[config.mk]
export PLATFORM = sky130hd
export DESIGN_NAME = if_stage
export DESIGN_NICKNAME = d
export VERILOG_FILES = /design/src/rtl/if_stage_pkg.sv /design/src/rtl/if_hold_buf.sv /design/src/rtl/if_stage.sv
export SDC_FILE = /design/constraint.sdc
export NUM_CORES = 1
export LEC_CHECK = 0
export CORE_MARGIN = 3
export CORE_UTILIZATION = 44
export CTS_BUF_LIST = sky130_fd_sc_hd__clkbuf_16
export DETAILED_ROUTE_END_ITERATION = 8
export PLACE_DENSITY = 0.84
export RECOVER_POWER = 25
export SLEW_MARGIN = 20
export SYNTH_ARGS = -nofsm -noshare
export SYNTH_HDL_FRONTEND = slang
export SYNTH_SLANG_ARGS = --single-unit
[constraint.sdc]
create_clock -name clk -period 1.9 [get_ports clk]
set_input_delay 0.19 -clock clk [delete_from_list [all_inputs] [get_ports clk]]
set_output_delay 0.19 -clock clk [all_outputs]
set_load 0.05 [all_outputs]
[src/rtl/if_stage_pkg.sv]
// Shared core defines for the instruction-fetch stage: widths, reset vector,
// NOP encoding, fetch FSM encoding and the IF/ID payload layout.
package if_stage_pkg;

  localparam int unsigned XLEN = 32;

  localparam logic [XLEN-1:0] RESET_VECTOR = 32'h0000_0000;
  localparam logic [XLEN-1:0] NOP_INSN     = 32'h0000_0013;
  localparam logic [XLEN-1:0] PC_STEP      = 32'h0000_0004;
  localparam logic [XLEN-1:0] ADDR_MASK    = 32'hFFFF_FFFC;

  typedef enum logic [1:0] {
    ST_FETCH = 2'd0,
    ST_HOLD  = 2'd1,
    ST_DROP  = 2'd2
  } fetch_state_t;

  typedef struct packed {
    logic [XLEN-1:0] pc;
    logic [XLEN-1:0] insn;
  } fetch_entry_t;

  // Instruction addresses are always word aligned.
  function automatic logic [XLEN-1:0] word_align(input logic [XLEN-1:0] addr);
    return addr & ADDR_MASK;
  endfunction

endpackage

[src/rtl/if_hold_buf.sv]
// One-entry buffer parking a fetched {pc, insn} while the decoder is stalled.
module if_hold_buf
  import if_stage_pkg::*;
(
  input  logic         clk,
  input  logic         reset,
  input  logic         load,
  input  logic         clear,
  input  fetch_entry_t entry,
  output logic         valid,
  output fetch_entry_t data
);

  // Clear wins over load so a redirect always kills a parked instruction.
  always_ff @(posedge clk) begin
    if (reset) begin
      valid <= 1'b0;
      data  <= '0;
    end else if (clear) begin
      valid <= 1'b0;
    end else if (load) begin
      valid <= 1'b1;
      data  <= entry;
    end
  end

endmodule

[src/rtl/if_stage.sv]
// Instruction-fetch stage: PC sequencing, redirect handling, memory request
// FSM and the IF/ID pipeline register.
module if_stage
  import if_stage_pkg::*;
(
  input  logic            clk,
  input  logic            reset,
  input  logic            stall,
  input  logic            flush,
  input  logic [XLEN-1:0] new_pc,
  input  logic            br_taken,
  input  logic [XLEN-1:0] br_addr,
  output logic            imem_req,
  output logic [XLEN-1:0] imem_addr,
  input  logic            imem_ack,
  input  logic [XLEN-1:0] imem_rdata,
  output logic [XLEN-1:0] if_pc,
  output logic [XLEN-1:0] if_insn,
  output logic            if_en,
  output logic            if_busy
);

  fetch_state_t    state;
  logic [XLEN-1:0] fetch_pc;
  logic [XLEN-1:0] seq_pc;
  logic [XLEN-1:0] target;
  logic            redirect;
  logic            hold_load;
  logic            hold_clear;
  logic            hold_valid;
  fetch_entry_t    hold_entry;
  fetch_entry_t    hold_data;

  // Flush outranks a branch; both targets are forced to word alignment.
  always_comb begin
    redirect         = flush | br_taken;
    target           = word_align(flush ? new_pc : br_addr);
    seq_pc           = fetch_pc + PC_STEP;
    hold_load        = (state == ST_FETCH) && imem_ack && stall && !redirect;
    hold_clear       = redirect || ((state == ST_HOLD) && !stall);
    hold_entry.pc    = fetch_pc;
    hold_entry.insn  = imem_rdata;
  end

  if_hold_buf u_hold_buf (
    .clk   (clk),
    .reset (reset),
    .load  (hold_load),
    .clear (hold_clear),
    .entry (hold_entry),
    .valid (hold_valid),
    .data  (hold_data)
  );

  // imem_addr is its own register so a redirect never moves an outstanding request.
  always_ff @(posedge clk) begin
    if (reset) begin
      state     <= ST_FETCH;
      fetch_pc  <= RESET_VECTOR;
      imem_addr <= RESET_VECTOR;
      if_pc     <= '0;
      if_insn   <= NOP_INSN;
      if_en     <= 1'b0;
    end else begin
      unique case (state)
        ST_FETCH: begin
          if (redirect) begin
            fetch_pc <= target;
            if_en    <= 1'b0;
            if_insn  <= NOP_INSN;
            if (imem_ack) begin
              imem_addr <= target;
            end else begin
              state <= ST_DROP;
            end
          end else if (imem_ack) begin
            fetch_pc  <= seq_pc;
            imem_addr <= seq_pc;
            if (stall) begin
              state <= ST_HOLD;
            end else begin
              if_pc   <= fetch_pc;
              if_insn <= imem_rdata;
              if_en   <= 1'b1;
            end
          end else if (!stall) begin
            if_en <= 1'b0;
          end
        end

        ST_HOLD: begin
          if (redirect) begin
            fetch_pc  <= target;
            imem_addr <= target;
            if_en     <= 1'b0;
            if_insn   <= NOP_INSN;
            state     <= ST_FETCH;
          end else if (!stall) begin
            state <= ST_FETCH;
            if (hold_valid) begin
              if_pc   <= hold_data.pc;
              if_insn <= hold_data.insn;
              if_en   <= 1'b1;
            end
          end
        end

        ST_DROP: begin
          if (redirect) begin
            fetch_pc <= target;
            if_en    <= 1'b0;
            if_insn  <= NOP_INSN;
          end
          if (imem_ack) begin
            state     <= ST_FETCH;
            imem_addr <= redirect ? target : fetch_pc;
          end
        end

        default: state <= ST_FETCH;
      endcase
    end
  end

  assign imem_req = !reset && (state != ST_HOLD);
  assign if_busy  = ((state == ST_FETCH) && !imem_ack) || (state == ST_DROP);

  a_addr_aligned: assert property (@(posedge clk) disable iff (reset)
    imem_addr[1:0] == 2'b00);

  a_addr_stable: assert property (@(posedge clk) disable iff (reset)
    (imem_req && !imem_ack) |=> $stable(imem_addr));

  a_hold_full: assert property (@(posedge clk) disable iff (reset)
    (state == ST_HOLD) |-> hold_valid);

endmodule

# After elaboration in Yosys (flattened, before gate mapping)
# Cells that the tools add are included.
dict set report totals {
  ff_bits 196
  latch_bits 0
  mem_bits_rw 0
  romBits 0
  output_inout_bits 99
  memories 0
}
dict set report op_classes {
  addsub 1
  mul 0
  div_mod_pow 0
  n_lt_le_gt_ge 0
  eq_ne 18
  shift 0
  n_mux 42
  bitwise_logic 2
  reduce_logical 25
}
# op n
set ops {}
lappend ops {{$mux 32} 21}
lappend ops {{$pmux 32 s3} 2}
lappend ops {{$pmux 32 s2} 2}
lappend ops {{$add 32x3->32 const B} 1}
lappend ops {{$ne 2x2->1 const B} 8}
lappend ops {{$ne 3x3->1 const B} 5}
lappend ops {{$mux 2} 7}
lappend ops {{$reduce_and 5->1} 2}
lappend ops {{$mux 1} 8}
lappend ops {{$reduce_and 7->1} 1}
lappend ops {{$logic_and 1x1->1} 6}
lappend ops {{$pmux 2 s3} 1}
lappend ops {{$reduce_and 6->1} 1}
lappend ops {{$logic_not 1->1} 4}
lappend ops {{$ne 2x1->1 const B} 2}
lappend ops {{$reduce_and 2->1} 2}
lappend ops {{$reduce_and 4->1} 1}
lappend ops {{$reduce_bool 2->1} 2}
lappend ops {{$reduce_or 2->1} 2}
lappend ops {{$ne 3x2->1 const B} 1}
lappend ops {{$pmux 1 s3} 1}
lappend ops {{$reduce_bool 3->1} 1}
lappend ops {{$eq 2x1->1 const B} 1}
lappend ops {{$eq 2x2->1 const B} 1}
lappend ops {{4 further kinds} 5}

# Depth between registers and ports, before layout
dict set report logic_depth {
  word_depth 5
  mapped_depth 10
  depth_no_buf 8
}

# By module
# Synthesis repeated with hierarchy kept, for this count alone.
dict set report hier_totals {
  cells_unflattened 1308
  area_unflattened_um2 11219.5
}
# mod n_inst cells_per_inst area_per_inst_um2 seq_area_each_um2
set by_module_without_submodules {}
lappend by_module_without_submodules {if_stage 1 1013 8025.2 2622.5}
lappend by_module_without_submodules {if_hold_buf 1 295 3194.3 1301.2}

# Least setup slack after synthesis
# Ideal clock, no wire load.
dict set report synth_timing {
  kind {register to register}
  from {register state[0]}
  to {register imem_addr[12]}
  arrival_ns 1.881
  slack_ns -0.113
  path_stages_with_launch 11
  synth_period_minus_slack_ns 2.013
  path_cell_list {dfxtp_1 inv_1 ha_1 buf_2 and2_1 clkbuf_1 a21o_1 a22oi_1 nor2_1 a2111oi_0 nor3_1}
}
dict set report synth_via {
  elab_chain_len 3
  elab_cells_between_ends 9
}
# element line
set synth_lines {}
lappend synth_lines {{start: declaration} if_stage.sv:23} ;# fetch_state_t state;
lappend synth_lines {{start signal: assignment} if_stage.sv:58} ;# state <= ST_FETCH;
lappend synth_lines {{start signal: assignment} if_stage.sv:74} ;# state <= ST_DROP;
lappend synth_lines {{start signal: assignment} if_stage.sv:80} ;# state <= ST_HOLD;
lappend synth_lines {{$eq 2x1->1, or another cell as far along} if_stage.sv:65} ;# unique case (state)
lappend synth_lines {{$ne 2x2->1 (no line) or $reduce_bool 3->1 (tied branches)} --}
lappend synth_lines {{$reduce_and 4->1 (no line)} --}
lappend synth_lines {{end signal: assignment} if_stage.sv:72} ;# imem_addr <= target;
lappend synth_lines {{end signal: assignment} if_stage.sv:78} ;# imem_addr <= seq_pc;
lappend synth_lines {{end signal: assignment} if_stage.sv:94} ;# imem_addr <= target;
lappend synth_lines {{end: declaration} if_stage.sv:14} ;# output logic [XLEN-1:0] imem_addr,
# Parallel ways exist; a longest one is shown, timed or not.
# A chain may end at the register's enable or synchronous reset.

# Final worst setup path
dict set report layout_timing {
  from {register fetch_pc[6]}
  to {register imem_addr[19]}
}
dict set report layout_via {
  elab_chain_len 4
}
# element line
set layout_lines {}
lappend layout_lines {{start: declaration} if_stage.sv:24} ;# logic [XLEN-1:0] fetch_pc;
lappend layout_lines {{start signal: assignment} if_stage.sv:68} ;# fetch_pc <= target;
lappend layout_lines {{start signal: assignment} if_stage.sv:77} ;# fetch_pc <= seq_pc;
lappend layout_lines {{start signal: assignment} if_stage.sv:93} ;# fetch_pc <= target;
lappend layout_lines {{$add 32x3->32} if_stage.sv:38} ;# seq_pc = fetch_pc + PC_STEP;
lappend layout_lines {{$mux 32} if_stage.sv:76} ;# end else if (imem_ack) begin
lappend layout_lines {{$mux 32} if_stage.sv:67} ;# if (redirect) begin
lappend layout_lines {{$pmux 32 s3} if_stage.sv:65}
# Every way passes these cells. The select of a mux whose other input is x is not followed.

==> out/results.env <==
FINAL_MIN_PERIOD_OVER_CLOCK_PERIOD_PCT=121
FINAL.SETUP.WORST_SLACK_PS=-405
POSTROUTEANTENNANETS=0
FINAL_UTIL_PCT=71.9
FINAL_HOLD_VIOL_COUNT=0
SYNTHESIS.INSTANCES=1314
CTS_TREE='yes'
START_UTIL_PCT=45.3
YS_SEQ_ELEMENTS=196
DRT_ITER0_MARKERS=2121
DR.PASS1.ITERS=9
YOSYS.CELL_TYPES.COUNT=71
R2R_START='fetch_pc[6]$_SDFFE_PP0P_'
NATURE_OF_THE_CRITICAL_PATH_ENDPOINT='flip-flop'
WORST-SLEW-PIN-TRANSITION_PS=703
CLOCKBUFFERDEPTH=2
SYN_NETS=1421
FF_LATCH_AREA_MM2=0.00396
CRITPATHKIND='flip-flop to flip-flop'
MULTI_INPUT_COMB_AREA_MM2=0.00665
TIMING.RR.END='imem_addr[19]$_SDFFE_PP0P_'
HPWLAFTERDP_UM=26700
CELLLEAKAGEPOWER_nW=6.17
FINALSETUPVIOLCOUNT=98
TIMING_MAX_TRANSITION_VIOLATIONS_FINAL=0
FIRST_GLOBAL_VIAS=11116
AREA.GROWTH.SYNTH_TO_FINAL_PCT=58.9
H_TREE_DEPTH=4
DIE-HEIGHT_UM=159
STD_CELL_ROWS=55
DIE_X_UM=159
VIOLATIONS_IN_THE_FINAL_REPORTS='DRC, setup timing'
LAYOUT_COMMONEST_CELL='clkdlybuf4s50_1'
DP_SLACK_PS=-247
GRT_ANTENNA_BEFORE_REPAIR=1
PORT_BUFFERS=196
SYNTHESIS.AREA_PER_INSTANCE_UM2=7.87
CTS.REPORTEDPATHS.CLKPINSLEW_PS=80
FINCLKSKEW_PS=20.1
DRIVE_GT1_SHARE_PCT=30.1
CLOCK_LATENCY_AT_THE_LATER_PIN_OF_THE_WORST_SKEW_PAIR_PS=440
GP_CONGESTION=1.03
FILLCELLCOUNT=1514
GRT_PASS1_WL_UM=61800
REG2REG_SLACK_PS=-400
IOS=201
FINALCRITICALPERIOD_PS=2300
HOLD_PATH_STARTPOINT='br_taken'
CTS_BUFFER_COUNT=17
OUTCOME='finished, violations left'
SYNTHESIS_WARNINGS=0
YS_ASYNC_SR_FRACTION_PCT=0
WORST-PATH-MAX-FANOUT=3
CORE-AREA_MM2=0.0228
CTS.SINKS=196
CRIT_REQUIRED_PS=2160
MAX_CLOCK_FREQ_MHz=434
CLOCK_TREE.ROOT_CELL='clkbuf_16'
VIA_PER_INST=6.38
MAX-SLEW-MARGIN-REL_PCT=53.1
SEQ_AREA_FRAC_SYNTH_PCT=37.9
LAYOUT_COMMON_CELLS='189 x clkdlybuf4s50_1, 181 x dfxtp_1, 179 x nand2_1'
DIE_AREA_MM2=0.0254
CRITPATHARRIVALTIME_PS=2570
TIMING.CRITICAL_PATH.FROM_TYPE='flip-flop'
WIRE_PER_INST_UM=23.4
DOMINANTREGCELLSYNTH='dfxtp_1'
GRT_OVERFLOW_TOTAL=0
GRT_SETUP_UNREPAIRED='true'
MIN_PATH_TYPE='primary input to flip-flop'
DRCVIOLATIONCOUNT=40
POWER.DENSITY_CELL_AREA_mW_PER_MM2=823
WORST_IR_DROP_VDD_uV=607
RR_WORST_DEPTH=7
CRIT_END='imem_addr[19]$_SDFFE_PP0P_'
SYN_AREA_MM2=0.0103
DESIGN.FINAL.NETS=1770
CRITPATHLAUNCH='fetch_pc[6]$_SDFFE_PP0P_'
GRT.TOTAL_USAGE_PCT=30.0
NUMBER_OF_MAXIMUM_CAPACITANCE_VIOLATIONS=0
DETAIL_ROUTE.WIRELENGTH_UM=46600
HOLDBUFCOUNTCTS=0
ROUTED-VIA-COUNT=12694
GRT_START_MAX_NET_PINS=70
SYNTH_EDF_COUNT=0
==> state kept, by name, indices dropped and copies added, names as in the netlist <==
name and count:
fetch_pc 32, if_insn 32, u_hold_buf.data 64, imem_addr 32
if_pc 32, state 2, if_en 1, u_hold_buf.valid 1
==> worst max-delay path, stage by stage, from the launching register on <==
cell	delay (ps)
dfxtp_4	410
buf_4	140
nand4_1	160
nor4_2	360
nand4_1	260
xnor2_1	220
o21ai_1	350
a31oi_1	220
==> cells by family (layout without fill, tap and decap cells) <==
family,Yosys count,after routing,synth area share [%]
and+or+nand+nor,477,477,20.4
AOI/OAI and AO/OA,386,386,25.4
DFF,196,196,37.9
buffers and inverters,153,515,6.55
muxes,73,73,7.15
xor gates and xnor gates,24,24,2.03
adders and majority gates,5,5,0.605
other,0,1,0
==> metrics by stage <==
stage | setup TNS [ps] | std cells | power [mW] | cell area, µm² | hold WS (ps)
2_1_floorplan | -96.9 | 1314 | 7.00 | 10400 | 326
3_3_place_gp | -9450 | 1879 | 8.71 | 13800 | 439
3_5_place_dp | -13330 | 1879 | 8.78 | 13800 | 446
4_1_cts | -202 | 1946 | 12.6 | 15200 | 221
5_1_grt | -13160 | 1990 | 13.9 | 16400 | 271
6_report | -6940 | 1990 | 13.5 | 16400 | 249
==> layout make-up <==
class / instances / share of cell area [%]
antenna: 1 / 0.0152
clock buffer: 17 / 2.59
clock inverter: 15 / 0.899
inverter: 19 / 0.487
multi-input combinational: 965 / 40.5
sequential: 196 / 24.1
tap: 313 / 2.38
timing repair buffer: 464 / 29.1
==> what timing repair did <==
action / in CTS / in global routing
endpoints found under the setup margin: 123 / 115
buffers inserted: 28 / 41
pin swaps: 39 / 84
resized for setup: 91 / 217
endpoints found under the hold margin: 0 / 0
gates cloned: 8 / 7
==> cells in the mapped netlist, types with 6 or more instances <==
library cell	instances	area, µm²
dfxtp_1	196	3920
nand2_1	185	694
nor2_1	175	657
a21oi_1	112	561
a211oi_1	87	653
mux2i_1	66	661
clkbuf_1	63	236
o21ai_0	53	265
buf_2	51	255
nor3_1	36	180
a22oi_1	32	240
inv_1	19	71.3
xnor2_1	19	166
nand3_1	15	75.1
nand4_1	13	81.3
a311oi_1	12	105
buf_1	12	45.0
o211ai_1	10	75.1
nand2b_1	9	56.3
nor2b_1	9	56.3
o22ai_1	9	56.3
a211o_1	8	70.1
mux2_2	7	78.8
a31oi_1	6	37.5
==> worst min path at each step <==
stage               slack (ps)  cells after the start                          endpoint
floorplan                  330                      2   u_hold_buf.data[0]$_SDFFE_PP0P_
global placement           440                      2   u_hold_buf.data[1]$_SDFFE_PP0P_
detailed placement         450                      2  u_hold_buf.data[56]$_SDFFE_PP0P_
CTS                        220                      2             state[1]$_SDFFE_PP0P_
global route               270                      4         fetch_pc[18]$_SDFFE_PP0P_
finish                     250                      4         fetch_pc[18]$_SDFFE_PP0P_
==> power breakdown <==
| group | internal, mW | total [mW] | switching (mW) |
|---|---|---|---|
| clock | 1.85 | 3.63 | 1.78 |
| sequential | 4.44 | 4.73 | 0.283 |
| combinational | 2.19 | 5.17 | 2.98 |
==> routing by layer <==
metal  wire length (µm)  vias to the layer above  global-route usage [%]
met4               3200                        0                    11.9
met5                  0                        -                       0
met3               5750                      319                    6.50
met1              17100                     5923                    40.3
li1                   -                     5374                       -
met2              20500                     1078                    47.2
(Power assumes the default switching activity.)
